[src/rtl/uart_pkg.sv]
// Shared types and constants for the UART receiver.
// The PARITY state exists only when UART_RX_PARITY_EN is defined.
package uart_pkg;

    localparam logic [13:0] DEFAULT_BAUD_DIV = 14'd867;
    localparam logic [13:0] MIN_BAUD_DIV     = 14'd2;

    typedef enum logic [2:0] {
        IDLE,
        START,
        DATA,
`ifdef UART_RX_PARITY_EN
        PARITY,
`endif
        STOP1,
        STOP2
    } rx_state_t;

    typedef struct packed {
        logic [7:0] data;
        logic       parity_err;
        logic       frame_err;
    } uart_frame_t;

    // A divisor below 2 leaves no room for a mid-bit sample, so it is raised to 2.
    function automatic logic [13:0] clamp_div(input logic [13:0] div);
        return (div < MIN_BAUD_DIV) ? MIN_BAUD_DIV : div;
    endfunction

endpackage

[src/rtl/uart_rx_fifo.sv]
// Show-ahead receive FIFO for UART frames; the head is visible without a pop
// and reads back as all zeros while the FIFO is empty.
module uart_rx_fifo
    import uart_pkg::*;
#(
    parameter int DEPTH = 4
) (
    input  logic        clk,
    input  logic        rst_n,
    input  logic        push,
    input  logic        pop,
    input  uart_frame_t wr_frame,
    output uart_frame_t rd_frame,
    output logic        full,
    output logic        empty
);

    localparam int AW = (DEPTH > 1) ? $clog2(DEPTH) : 1;

    uart_frame_t   mem [DEPTH];
    logic [AW-1:0] wr_ptr_reg;
    logic [AW-1:0] rd_ptr_reg;
    logic [AW:0]   count_reg;
    logic          pop_ok;
    logic          push_ok;

    assign empty   = (count_reg == '0);
    assign full    = (count_reg == (AW+1)'(DEPTH));
    assign pop_ok  = pop & ~empty;
    // A pop in the same cycle frees the slot a full FIFO needs for the push.
    assign push_ok = push & (~full | pop_ok);

    always_ff @(posedge clk or negedge rst_n) begin
        if (!rst_n) begin
            wr_ptr_reg <= '0;
            rd_ptr_reg <= '0;
            count_reg  <= '0;
        end else begin
            if (push_ok) begin
                wr_ptr_reg <= wr_ptr_reg + AW'(1);
            end
            if (pop_ok) begin
                rd_ptr_reg <= rd_ptr_reg + AW'(1);
            end
            case ({push_ok, pop_ok})
                2'b10:   count_reg <= count_reg + (AW+1)'(1);
                2'b01:   count_reg <= count_reg - (AW+1)'(1);
                default: count_reg <= count_reg;
            endcase
        end
    end

    always_ff @(posedge clk) begin
        if (push_ok) begin
            mem[wr_ptr_reg] <= wr_frame;
        end
    end

    assign rd_frame = empty ? '0 : mem[rd_ptr_reg];

endmodule

[src/rtl/uart_rx_core.sv]
// UART receiver: input synchronizer, mid-bit sampling FSM and a frame FIFO.
// Define UART_RX_PARITY_EN to receive and check a parity bit after the data.
module uart_rx_core
    import uart_pkg::*;
#(
    parameter int FIFO_DEPTH  = 4,
    parameter int SYNC_STAGES = 2
) (
    input  logic        clk,
    input  logic        rst_n,
    input  logic        rx_in,
    input  logic        rx_en,
    input  logic [13:0] baud_divisor,
    input  logic        two_stop,
    input  logic        odd_parity,
    input  logic        rd_en,
    output logic [7:0]  rx_data,
    output logic        rx_valid,
    output logic        parity_err,
    output logic        frame_err,
    output logic        overrun,
    output logic        busy
);

`ifdef UART_RX_PARITY_EN
    localparam rx_state_t AFTER_DATA = PARITY;
`else
    localparam rx_state_t AFTER_DATA = STOP1;
`endif

    logic [SYNC_STAGES-1:0] sync_reg;
    logic                   rxs;
    logic                   rxs_prev_reg;
    logic                   fall;

    rx_state_t   state_reg;
    rx_state_t   state_next;
    logic [13:0] cnt_reg;
    logic [13:0] cnt_next;
    logic [2:0]  bit_reg;
    logic [2:0]  bit_next;
    logic [7:0]  data_reg;
    logic [7:0]  data_next;
    logic        ferr_reg;
    logic        ferr_next;
    logic [13:0] div_reg;
    logic [13:0] half_div;
    logic        two_stop_reg;
    logic        latch_cfg;
    logic        push;
    logic        bit_tick;
    uart_frame_t push_frame;
    uart_frame_t head_frame;
    logic        fifo_full;
    logic        fifo_empty;
    logic        overrun_reg;

`ifdef UART_RX_PARITY_EN
    logic        odd_reg;
    logic        perr_reg;
    logic        perr_next;
`else
    logic        unused_odd_parity;
    assign unused_odd_parity = odd_parity;
`endif

    always_ff @(posedge clk or negedge rst_n) begin
        if (!rst_n) begin
            sync_reg <= '1;
        end else begin
            sync_reg[0] <= rx_in;
            for (int i = 1; i < SYNC_STAGES; i++) begin
                sync_reg[i] <= sync_reg[i-1];
            end
        end
    end

    assign rxs      = sync_reg[SYNC_STAGES-1];
    assign fall     = rxs_prev_reg & ~rxs;
    assign half_div = {1'b0, div_reg[13:1]};
    assign bit_tick = (cnt_reg == div_reg);

    // Line settings are frozen at the start edge so a mid-frame change cannot corrupt it.
    always_ff @(posedge clk or negedge rst_n) begin
        if (!rst_n) begin
            div_reg      <= DEFAULT_BAUD_DIV;
            two_stop_reg <= 1'b0;
`ifdef UART_RX_PARITY_EN
            odd_reg      <= 1'b0;
`endif
        end else if (latch_cfg) begin
            div_reg      <= clamp_div(baud_divisor);
            two_stop_reg <= two_stop;
`ifdef UART_RX_PARITY_EN
            odd_reg      <= odd_parity;
`endif
        end
    end

    always_ff @(posedge clk or negedge rst_n) begin
        if (!rst_n) begin
            state_reg    <= IDLE;
            cnt_reg      <= '0;
            bit_reg      <= '0;
            data_reg     <= '0;
            ferr_reg     <= 1'b0;
            rxs_prev_reg <= 1'b1;
`ifdef UART_RX_PARITY_EN
            perr_reg     <= 1'b0;
`endif
        end else begin
            state_reg    <= state_next;
            cnt_reg      <= cnt_next;
            bit_reg      <= bit_next;
            data_reg     <= data_next;
            ferr_reg     <= ferr_next;
            rxs_prev_reg <= rxs;
`ifdef UART_RX_PARITY_EN
            perr_reg     <= perr_next;
`endif
        end
    end

    always_comb begin
        state_next = state_reg;
        cnt_next   = cnt_reg;
        bit_next   = bit_reg;
        data_next  = data_reg;
        ferr_next  = ferr_reg;
        latch_cfg  = 1'b0;
        push       = 1'b0;
`ifdef UART_RX_PARITY_EN
        perr_next  = perr_reg;
`endif
        case (state_reg)
            IDLE: begin
                cnt_next = '0;
                bit_next = '0;
                if (rx_en && fall) begin
                    state_next = START;
                    latch_cfg  = 1'b1;
                    ferr_next  = 1'b0;
`ifdef UART_RX_PARITY_EN
                    perr_next  = 1'b0;
`endif
                end
            end
            START: begin
                // Half a bit in: a line that is high again was only a glitch.
                if (cnt_reg == half_div) begin
                    cnt_next   = '0;
                    state_next = rxs ? IDLE : DATA;
                end else begin
                    cnt_next = cnt_reg + 14'd1;
                end
            end
            DATA: begin
                if (bit_tick) begin
                    cnt_next  = '0;
                    data_next = {rxs, data_reg[7:1]};
                    bit_next  = bit_reg + 3'd1;
                    if (bit_reg == 3'd7) begin
                        state_next = AFTER_DATA;
                    end
                end else begin
                    cnt_next = cnt_reg + 14'd1;
                end
            end
`ifdef UART_RX_PARITY_EN
            PARITY: begin
                if (bit_tick) begin
                    cnt_next   = '0;
                    perr_next  = rxs ^ (odd_reg ? ~^data_reg : ^data_reg);
                    state_next = STOP1;
                end else begin
                    cnt_next = cnt_reg + 14'd1;
                end
            end
`endif
            STOP1: begin
                if (bit_tick) begin
                    cnt_next = '0;
                    if (two_stop_reg) begin
                        ferr_next  = ~rxs;
                        state_next = STOP2;
                    end else begin
                        push       = 1'b1;
                        state_next = IDLE;
                    end
                end else begin
                    cnt_next = cnt_reg + 14'd1;
                end
            end
            STOP2: begin
                if (bit_tick) begin
                    cnt_next   = '0;
                    push       = 1'b1;
                    state_next = IDLE;
                end else begin
                    cnt_next = cnt_reg + 14'd1;
                end
            end
            default: begin
                state_next = IDLE;
                cnt_next   = '0;
            end
        endcase

        if (!rx_en && (state_reg != IDLE)) begin
            state_next = IDLE;
            cnt_next   = '0;
            push       = 1'b0;
        end
    end

    // The final stop sample is folded in directly, so the push needs no extra cycle.
    always_comb begin
        push_frame.data      = data_reg;
`ifdef UART_RX_PARITY_EN
        push_frame.parity_err = perr_reg;
`else
        push_frame.parity_err = 1'b0;
`endif
        push_frame.frame_err = ferr_reg | ~rxs;
    end

    uart_rx_fifo #(
        .DEPTH(FIFO_DEPTH)
    ) u_fifo (
        .clk      (clk),
        .rst_n    (rst_n),
        .push     (push),
        .pop      (rd_en),
        .wr_frame (push_frame),
        .rd_frame (head_frame),
        .full     (fifo_full),
        .empty    (fifo_empty)
    );

    always_ff @(posedge clk or negedge rst_n) begin
        if (!rst_n) begin
            overrun_reg <= 1'b0;
        end else if (push && fifo_full && !rd_en) begin
            overrun_reg <= 1'b1;
        end else if (rd_en && !fifo_empty) begin
            overrun_reg <= 1'b0;
        end
    end

    assign rx_data    = head_frame.data;
    assign rx_valid   = ~fifo_empty;
    assign parity_err = head_frame.parity_err;
    assign frame_err  = head_frame.frame_err;
    assign overrun    = overrun_reg;
    assign busy       = (state_reg != IDLE);

endmodule

[config.mk]
export PLATFORM = sky130hd
export DESIGN_NAME = uart_rx_core
export DESIGN_NICKNAME = d
export VERILOG_FILES = /design/src/rtl/uart_pkg.sv /design/src/rtl/uart_rx_fifo.sv /design/src/rtl/uart_rx_core.sv
export SDC_FILE = /design/constraint.sdc
export NUM_CORES = 1
export LEC_CHECK = 0
export CAP_MARGIN = 25
export CORE_MARGIN = 2
export CORE_UTILIZATION = 50
export DETAILED_ROUTE_END_ITERATION = 10
export DONT_BUFFER_PORTS = 1
export HOLD_SLACK_MARGIN = 0.08
export RECOVER_POWER = 25
export SLEW_MARGIN = 20
export SYNTH_ARGS = -nofsm -noshare
export SYNTH_HDL_FRONTEND = slang
export SYNTH_SLANG_ARGS = --single-unit
[constraint.sdc]
create_clock -name clk -period 4.4 [get_ports clk]
set_clock_uncertainty 0.05 [all_clocks]
set_input_delay 0.88 -clock clk [delete_from_list [all_inputs] [get_ports clk]]
set_output_delay 0.88 -clock clk [all_outputs]
set_load 0.05 [all_outputs]
==> PnR_summary.wiki, run 1 <==
{| class="wikitable"
! Metric !! Value
|-
| Sum of negative setup slack || 0 ns
|-
| Wire length of the first global-routing pass || 11,600 um
|-
| Hold_buf cts || 0
|-
| IO Count || 34
|-
| Clock input transition at the sequential cells of the worst setup and hold paths || 0.10 ns
|-
| Number of cells on the worst reg-to-reg path || 12
|-
| Die Outline Area || 0.00927 mm2
|-
| CTS tree || done
|-
| Post-place setup slack || 1.45 ns
|-
| Average instance area after synthesis || 13.7 um2
|-
| Part of the cycle the worst path needs || 68.9%
|-
| Worst reg2reg startpoint || div_reg[9]$_DFFE_PN1P_
|-
| Unrepaired setup endpoints after global routing || false
|-
| Remaining global-route overflow || 0
|-
| Nets in the synthesized netlist || 341
|-
| Highest ir drop seen on vdd || 186 uV
|-
| Type of the worst setup path || register to output port
|-
| Clock buffer depth || 2
|-
| Worst EP arrival || 2.10 ns
|-
| Largest net degree at the start of global routing || 56
|-
| Detail Route Antenna Nets || 0
|-
| Sequential-to-total area share from yosys stat || 58.0%
|-
| Final number of max-transition violations || 0
|-
| Final HPWL from detailed placement || 4800 um
|-
| Routed WL || 7030 um
|-
| Final number of hold-violating endpoints || 0
|-
| Initial antenna violation count || 0
|-
| Cts bufs inserted || 9
|-
| Power density over cell area || 477 mW/mm2
|-
| Total via count in the routed design || 2,250
|-
| DRT Pass-1 Iters || 4
|-
| Yosys top cell area share || 27.0%
|-
| Clock Power Share || 25.4%
|-
| Prevailing post-synth register cell || sky130_fd_sc_hd__dfrtp_1
|-
| Type of destination of the critical path || output port
|-
| Number of instances resized during post-cts repair || 0
|-
| Horizontal extent of the die || 96.3 um
|-
| Highest cell delay on the worst timing path || 0.79 ns
|-
| Register share of total power || 49.9%
|-
| Fill count || 683
|-
| Worst-margin pin slew || 0.753 ns
|-
| Die extent in y || 96.3 um
|-
| Final Net Count || 340
|-
| Post-CTS setup buffers || 0
|-
| Post-detailed-placement cell area || 0.00430 mm2
|-
| Cell with the most instances after synthesis || sky130_fd_sc_hd__dfrtp_1
|-
| FF+latch count, synth || 91
|-
| Worst setup SP type || register
|-
| Port Buf Inserts || 0
|-
| Largest register FFs || 36
|-
| Area of the mapped netlist || 0.00426 mm2
|-
| EDFF count, synth || 36
|-
| Logic gate share of total power || 24.7%
|-
| Highest clock frequency the design can meet || 0.330 GHz
|-
| Cell type contributing the most total cell area after synthesis || sky130_fd_sc_hd__dfrtp_1
|-
| Deepest level of the CTS H-tree || 3
|-
| Cell-by-cell listing of the critical path || mux4_2, and2_1
|-
| Worst rel slew slack || 49.8%
|-
| Data required time of the critical path || 3.47 ns
|-
| Top cells by instance count after synthesis || sky130_fd_sc_hd__dfrtp_1 (46), sky130_fd_sc_hd__edfxtp_1 (36), sky130_fd_sc_hd__xor2_1 (26)
|-
| Share of cells above drive strength 1 || 20.6%
|-
| Total setup violations reported at the end of the flow || 0
|-
| Worst Hold Class || primary input to asynchronous set/reset pin
|-
| Internal power summed over all cells || 1.38 mW
|-
| Number of cell rows || 33
|-
| Synthesized instance count || 311
|-
| Starting density of the core || 51.8%
|-
| Number of violations of the max-capacitance limit || 0
|-
| All-layer global routing usage || 17.3%
|-
| Vias per inst || 5.36
|-
| Area of the core region || 0.00822 mm2
|-
| Switching part of the total power || 35.5%
|-
| Area taken by multi-input logic gates || 0.00166 mm2
|-
| Final worst setup slack || 1.37 ns
|-
| Filler-free cell count of the finished design || 420
|-
| Number of violations reported at the end of detailed-routing iteration 0 || 56
|-
| Master cell of the clock root buffer || sky130_fd_sc_hd__clkbuf_8
|-
| Origin of the worst setup path || u_fifo.rd_ptr_reg[0]$_DFFE_PN0P_
|-
| Total DRC errors in the routed layout || 0
|-
| Async set-or-reset flop fraction in the synthesized netlist || 60.4%
|-
| Area used by sequential logic in the layout || 0.00247 mm2
|-
| Number of distinct library cells after synthesis || 50
|-
| Crit path max fanout || 11
|-
| Slowest cell on crit path || sky130_fd_sc_hd__dfrtp_1
|-
| Wire per inst || 16.7 um
|-
| P_sw || 0.760 mW
|-
| Synth warnings || 0
|-
| Post-route standard cell area excluding fillers || 0.00449 mm2
|-
| Cell types with the largest area share after synthesis || sky130_fd_sc_hd__dfrtp_1 (27%), sky130_fd_sc_hd__edfxtp_1 (25%), sky130_fd_sc_hd__dfstp_2 (5.6%)
|-
| Leak || 1.85 nW
|-
| Number of placed instances, taps included || 404
|-
| Overall Power || 2.14 mW
|-
| Final Wtd Congestion || 0.764
|-
| Latest clock arrival within the worst-skew pair || 0.36 ns
|-
| Outcome || finished, final reports clean
|-
| Post-Route Hold Slack || 0.153 ns
|-
| Number of clock sinks seen by CTS || 91
|-
| Syn-to-layout area delta || 5.46%
|-
| Layout Utilization || 54.7%
|-
| Clock period minus worst slack || 3.03 ns
|-
| Antenna fix cells || 0
|-
| Via count of the first global-routing pass || 2,309
|}
==> worst max-delay path, delay by kind of cell, from the launching register on <==
kind	cells	cell delay, ns
flops	1	0.79
mux	1	0.60
simple gates	1	0.34
==> power by group through the flow <==
stage / Combinational [mW] / Clock, mW / Sequential, mW
after floorplan: 0.540 / 0 / 1.02
after global placement: 0.525 / 0 / 1.09
after detailed placement: 0.533 / 0 / 1.09
after CTS: 0.535 / 0.564 / 1.07
after global routing: 0.577 / 0.597 / 1.09
final: 0.528 / 0.544 / 1.07
==> layout make-up <==
class                      instances  share of cell area [%]
clock inverter                     7                    1.59
tap                              105                    2.92
clock buffer                       9                    2.76
sequential                        91                    55.0
inverter                          10                   0.836
multi-input combinational        198                    36.9
==> layer usage <==
metal  up-vias  track usage, %  part of all wire (%)
met2        31            27.9                    50
met4         0            7.63                   1.7
li1       1090               -                     -
met5         -               0                     0
met3        10            3.52                   2.7
met1      1119            22.7                    45
==> layout by cell type (no fill, tap or decap), types with 2 or more instances in the layout <==
cell type,instances
sky130_fd_sc_hd__mux4_2,9
sky130_fd_sc_hd__or3_1,2
sky130_fd_sc_hd__nor2_2,2
sky130_fd_sc_hd__o21ai_0,5
sky130_fd_sc_hd__inv_6,2
sky130_fd_sc_hd__clkinv_4,3
sky130_fd_sc_hd__clkbuf_8,9
sky130_fd_sc_hd__mux2_2,17
sky130_fd_sc_hd__mux2_4,4
sky130_fd_sc_hd__nand3b_1,2
sky130_fd_sc_hd__nor3_1,4
sky130_fd_sc_hd__a21oi_1,4
sky130_fd_sc_hd__and3_1,3
sky130_fd_sc_hd__dfrtp_1,46
sky130_fd_sc_hd__nor2_1,22
sky130_fd_sc_hd__edfxtp_1,36
sky130_fd_sc_hd__and2_1,15
sky130_fd_sc_hd__nand2b_1,2
sky130_fd_sc_hd__xor2_1,26
sky130_fd_sc_hd__nand2_1,11
sky130_fd_sc_hd__nand3_1,11
sky130_fd_sc_hd__nand4_1,5
sky130_fd_sc_hd__ha_1,8
sky130_fd_sc_hd__inv_1,10
sky130_fd_sc_hd__mux2i_1,3
sky130_fd_sc_hd__nor4_1,5
sky130_fd_sc_hd__dfstp_2,9
sky130_fd_sc_hd__xnor2_1,18
==> logic make-up (layout without fill, tap and decap cells) <==
kind of cell,count (synthesis),in the layout,synth area share [%]
AOI/OAI and AO/OA,17,17,2.91
xor gates and xnor gates,45,45,9.43
adders and majority gates,9,9,2.82
buffers and inverters,22,26,3.08
DFF,91,91,58.0
muxes,34,34,11.6
other,1,1,0.0880
and+or+nand+nor,92,92,12.1
==> path summary, 6_finish.rpt <==
kind	endpoint	slack, ns
setup reg to reg	u_fifo.count_reg[2]$_DFFE_PN0P_	1.49
max in group asynchronous	sync_reg[1]$_DFF_PN1_	3.96
hold / removal	div_reg[7]$_DFFE_PN0P_	0.15
setup / recovery	rx_data[6]	1.37
hold reg to reg	sync_reg[1]$_DFF_PN1_	0.31
min in group clk	sync_reg[1]$_DFF_PN1_	0.31
No activity file was read; power rests on OpenSTA's default activity.
==> run 2, diff against run 1 <==
--- a/config.mk
+++ b/config.mk
@@ -5,12 +5,14 @@
 export SDC_FILE = /design/constraint.sdc
 export NUM_CORES = 1
 export LEC_CHECK = 0
+export ABC_AREA = 1
 export CAP_MARGIN = 25
 export CORE_MARGIN = 2
 export CORE_UTILIZATION = 50
 export DETAILED_ROUTE_END_ITERATION = 10
 export DONT_BUFFER_PORTS = 1
 export HOLD_SLACK_MARGIN = 0.08
+export PLACE_DENSITY = 0.68
 export RECOVER_POWER = 25
 export SLEW_MARGIN = 20
 export SYNTH_ARGS = -nofsm -noshare
==> constraint.sdc (replaced) <==
create_clock -name clk -period 2.55 [get_ports clk]
set_clock_uncertainty 0.05 [all_clocks]
set_input_delay 0.51 -clock clk [delete_from_list [all_inputs] [get_ports clk]]
set_output_delay 0.51 -clock clk [all_outputs]
set_load 0.05 [all_outputs]
==> run 2 against run 1 <==
Synthesized area rose by 4.1%. Highest routed layer unchanged. Power rose by 130%. Sequential share of layout area fell by 4.4 points. Sequential power rose by 80%. Combinational power rose to 4.0 times the previous value. Flip-flop and latch count did not move. Clock power rose by 78%. Critical path type is now register to register.
==> PnR_summary.wiki, run 2 <==
{| class="wikitable"
! Metric !! Value
|-
| Outcome || finished, final reports clean
|-
| Remaining global-route overflow || 0 (unchanged)
|-
| Final number of hold-violating endpoints || 0 (unchanged)
|-
| Worst setup SP type || register
|-
| Die extent in y || 98.2 um (+1.9%)
|-
| Worst reg2reg startpoint || div_reg[1]$_DFFE_PN1P_
|-
| Clock period minus worst slack || 2.34 ns
|-
| Layout Utilization || 56.3% (+1.6 points)
|-
| Async set-or-reset flop fraction in the synthesized netlist || 60.4% (unchanged)
|-
| Deepest level of the CTS H-tree || 3 (unchanged)
|-
| Post-detailed-placement cell area || 0.00466 mm2 (+8.4%)
|-
| Number of distinct library cells after synthesis || 35 (-30%)
|-
| Area of the core region || 0.00868 mm2 (+5.6%)
|-
| Cts bufs inserted || 9 (unchanged)
|-
| Average instance area after synthesis || 8.68 um2 (-37%)
|-
| All-layer global routing usage || 19.2% (+1.9 points)
|-
| Nets in the synthesized netlist || 541 (+59%)
|-
| Power density over cell area || 1030 mW/mm2 (+120%)
|-
| Part of the cycle the worst path needs || 91.7%
|-
| Initial antenna violation count || 0 (unchanged)
|-
| Final HPWL from detailed placement || 5920 um (+23%)
|-
| IO Count || 34 (unchanged)
|-
| Number of cells on the worst reg-to-reg path || 13 (+1)
|-
| Fill count || 784 (+15%)
|-
| Data required time of the critical path || 2.78 ns (-0.69 ns)
|-
| Area of the mapped netlist || 0.00443 mm2 (+4.1%)
|-
| Routed WL || 8460 um (+20%)
|-
| Cell with the most instances after synthesis || sky130_fd_sc_hd__nand2_1
|-
| Via count of the first global-routing pass || 3,102 (+34%)
|-
| Yosys top cell area share || 26.0% (-1.1 points)
|-
| Sum of negative setup slack || 0 ns (unchanged)
|-
| Highest clock frequency the design can meet || 0.428 GHz
|-
| Commonest cells after routing, fill and taps aside || sky130_fd_sc_hd__nand2_1 (140), sky130_fd_sc_hd__nor2_1 (82), sky130_fd_sc_hd__inv_1 (56)
|-
| Antenna fix cells || 0 (unchanged)
|-
| Final Wtd Congestion || 0.914 (+20%)
|-
| Starting density of the core || 51.1% (-0.75 points)
|-
| Worst hold path stage count || 2
|-
| Number of cell rows || 34 (+3.0%)
|-
| Gate family responsible for the most delay along the worst path || adder cells
|-
| Most common library cell in the layout ignoring fill and taps || sky130_fd_sc_hd__nand2_1
|-
| Cell-by-cell listing of the critical path || inv_1, nand2_1, nand2_1, nor2_1, nand2_1, nor2_2, nand2_4, inv_1, nand3_2, ha_1, inv_1, fa_1, o21ai_0
|-
| Filler-free cell count of the finished design || 647 (+54%)
|-
| Post-route standard cell area excluding fillers || 0.00488 mm2 (+8.7%)
|-
| Total DRC errors in the routed layout || 0 (unchanged)
|-
| Total via count in the routed design || 3,243 (+44%)
|-
| DRT Pass-1 Iters || 6 (+2)
|-
| Crit path max fanout || 4 (-7)
|-
| Die Outline Area || 0.00964 mm2 (+3.9%)
|-
| Number of violations of the max-capacitance limit || 0 (unchanged)
|-
| Clock input transition at the sequential cells of the worst setup and hold paths || 0.10 ns (about the same)
|-
| Hold_buf cts || 3 (+3)
|-
| Port Buf Inserts || 0 (unchanged)
|-
| Worst-margin pin slew || 1.38 ns (+0.627 ns)
|-
| Type of the worst setup path || register to register
|-
| Wire per inst || 13.1 um (-22%)
|-
| Final number of max-transition violations || 0 (unchanged)
|-
| Type of destination of the critical path || register
|-
| R2r endpoint || u_fifo.count_reg[1]$_DFFE_PN0P_
|-
| EDFF count, synth || 36 (unchanged)
|-
| Worst EP arrival || 2.57 ns (+0.47 ns)
|-
| Number of instances resized during post-cts repair || 0 (unchanged)
|-
| Register-to-register setup slack || 0.21 ns (-1.28 ns)
|-
| Syn-to-layout area delta || 10.2%
|-
| Sequential-to-total area share from yosys stat || 55.7% (-2.3 points)
|-
| Number of violations reported at the end of detailed-routing iteration 0 || 180 (+220%)
|-
| Final Net Count || 564 (+66%)
|-
| Number of clock sinks seen by CTS || 91 (unchanged)
|-
| Worst rel slew slack || 7.94% (-42 points)
|-
| Cell type contributing the most total cell area after synthesis || sky130_fd_sc_hd__dfrtp_1
|-
| Wire length of the first global-routing pass || 14,700 um (+26%)
|-
| Share of cells above drive strength 1 || 12.1% (-8.6 points)
|-
| Synthesized instance count || 511 (+64%)
|-
| Horizontal extent of the die || 98.2 um (+1.9%)
|-
| Buffers plus inverters on the worst setup path || 3 (+3)
|-
| Clock buffer depth || 2 (unchanged)
|-
| Latest clock arrival within the worst-skew pair || 0.36 ns (about the same)
|-
| Number of placed instances, taps included || 628 (+55%)
|-
| Unrepaired setup endpoints after global routing || false
|-
| FF+latch count, synth || 91 (unchanged)
|-
| Largest register FFs || 36 (unchanged)
|-
| Leak || 2.27 nW (+23%)
|-
| Top cells by instance count after synthesis || sky130_fd_sc_hd__nand2_1 (140), sky130_fd_sc_hd__nor2_1 (82), sky130_fd_sc_hd__inv_1 (56)
|-
| Worst Hold Class || primary input to register
|-
| Master cell of the clock root buffer || sky130_fd_sc_hd__clkbuf_8
|-
| Cell types with the largest area share after synthesis || sky130_fd_sc_hd__dfrtp_1 (26%), sky130_fd_sc_hd__edfxtp_1 (24%), sky130_fd_sc_hd__nand2_1 (12%)
|-
| Largest net degree at the start of global routing || 56 (unchanged)
|-
| Detail Route Antenna Nets || 0 (unchanged)
|-
| Vias per inst || 5.01 (-6.4%)
|-
| Startpoint of the lowest-slack hold path || baud_divisor[9]
|-
| CTS tree || done
|-
| Total setup violations reported at the end of the flow || 0 (unchanged)
|-
| Post-CTS setup buffers || 0 (unchanged)
|-
| Hold Crit Endpoint || div_reg[9]$_DFFE_PN1P_
|-
| Highest cell delay on the worst timing path || 0.57 ns (-0.22 ns)
|-
| Slowest cell on crit path || sky130_fd_sc_hd__dfstp_2
|-
| Highest ir drop seen on vdd || 411 uV (+120%)
|-
| Prevailing post-synth register cell || sky130_fd_sc_hd__dfrtp_1
|-
| Synth warnings || 0 (unchanged)
|}
run 2: cell count changes after synthesis, sizes merged, moves of 15 or more:
cell / change
o21ai: +38
xnor2: -17
inv: +53
mux2: -22
and2: -15
nand2: +132
nor2: +60
run 2: cell families (layout without fill, tap and decap cells):
group	Yosys count	count (layout)	synth area share (%)
AO/OA/AOI/OAI	59	59	7.06
buffers and inverters	76	104	7.06
flip-flops	91	91	55.7
XOR/XNOR	17	17	3.36
other	1	1	0.0846
adder cells (fa/ha/maj)	9	9	2.71
AND/OR/NAND/NOR	258	258	24.0
run 2: layout make-up:
class	instances	area, um2	area share [%]
multi-input cells	344	1650	33.8
well taps	108	135	2.77
repair buffers	24	183	3.74
flip-flops and latches	91	2470	50.6
clock buffers	9	124	2.54
clock inverters	7	78.8	1.61
inverters	64	243	4.97
run 2: how the worst max path moves through the flow:
| stage | from | end | slack (ns) | cells after the start |
|---|---|---|---|---|
| finish | div_reg[1]$_DFFE_PN1P_ | u_fifo.count_reg[1]$_DFFE_PN0P_ | 0.21 | 13 |
| floorplan | state_reg[1]$_DFFE_PN0P_ | u_fifo.count_reg[2]$_DFFE_PN0P_ | 0.12 | 12 |
| detailed placement | div_reg[1]$_DFFE_PN1P_ | u_fifo.count_reg[1]$_DFFE_PN0P_ | 0.22 | 13 |
| CTS | div_reg[1]$_DFFE_PN1P_ | u_fifo.count_reg[1]$_DFFE_PN0P_ | 0.19 | 13 |
| global route | cnt_reg[4]$_DFF_PN0_ | u_fifo.count_reg[2]$_DFFE_PN0P_ | 0.03 | 15 |
| global placement | div_reg[1]$_DFFE_PN1P_ | u_fifo.count_reg[1]$_DFFE_PN0P_ | 0.28 | 13 |
run 2: report_power, final:
part / internal [mW] / total, mW / leakage (nW) / switching [mW]
clock: 0.393 / 0.967 / 0.104 / 0.574
sequential: 1.75 / 1.93 / 1.05 / 0.172
combinational: 0.666 / 2.12 / 1.12 / 1.45
run 2: layer usage:
layer | track usage [%] | routed length, um
met1 | 26.4 | 3970
met2 | 31.3 | 4050
met3 | 4.37 | 385
met4 | 4.95 | 53
met5 | 0 | 0
run 2: per-stage QoR:
step                      hold WS (ns)  setup slack (ns)  power, mW
after CTS                        0.203             0.192       5.06
after floorplan                  0.164             0.117       3.55
after global routing             0.207            0.0295       5.39
after global placement           0.166             0.283       4.01
final                            0.218             0.212       5.01
after detailed placement         0.166             0.224       4.06
run 2: worst register-to-register path, cell delays in order (launching register included):
cell	delay [ns]
sky130_fd_sc_hd__dfstp_2	0.57
sky130_fd_sc_hd__inv_1	0.06
sky130_fd_sc_hd__nand2_1	0.05
sky130_fd_sc_hd__nand2_1	0.05
sky130_fd_sc_hd__nor2_1	0.09
sky130_fd_sc_hd__nand2_1	0.07
sky130_fd_sc_hd__nor2_2	0.15
sky130_fd_sc_hd__nand2_4	0.11
sky130_fd_sc_hd__inv_1	0.10
sky130_fd_sc_hd__nand3_2	0.07
sky130_fd_sc_hd__ha_1	0.21
sky130_fd_sc_hd__inv_1	0.09
sky130_fd_sc_hd__fa_1	0.41
sky130_fd_sc_hd__o21ai_0	0.17
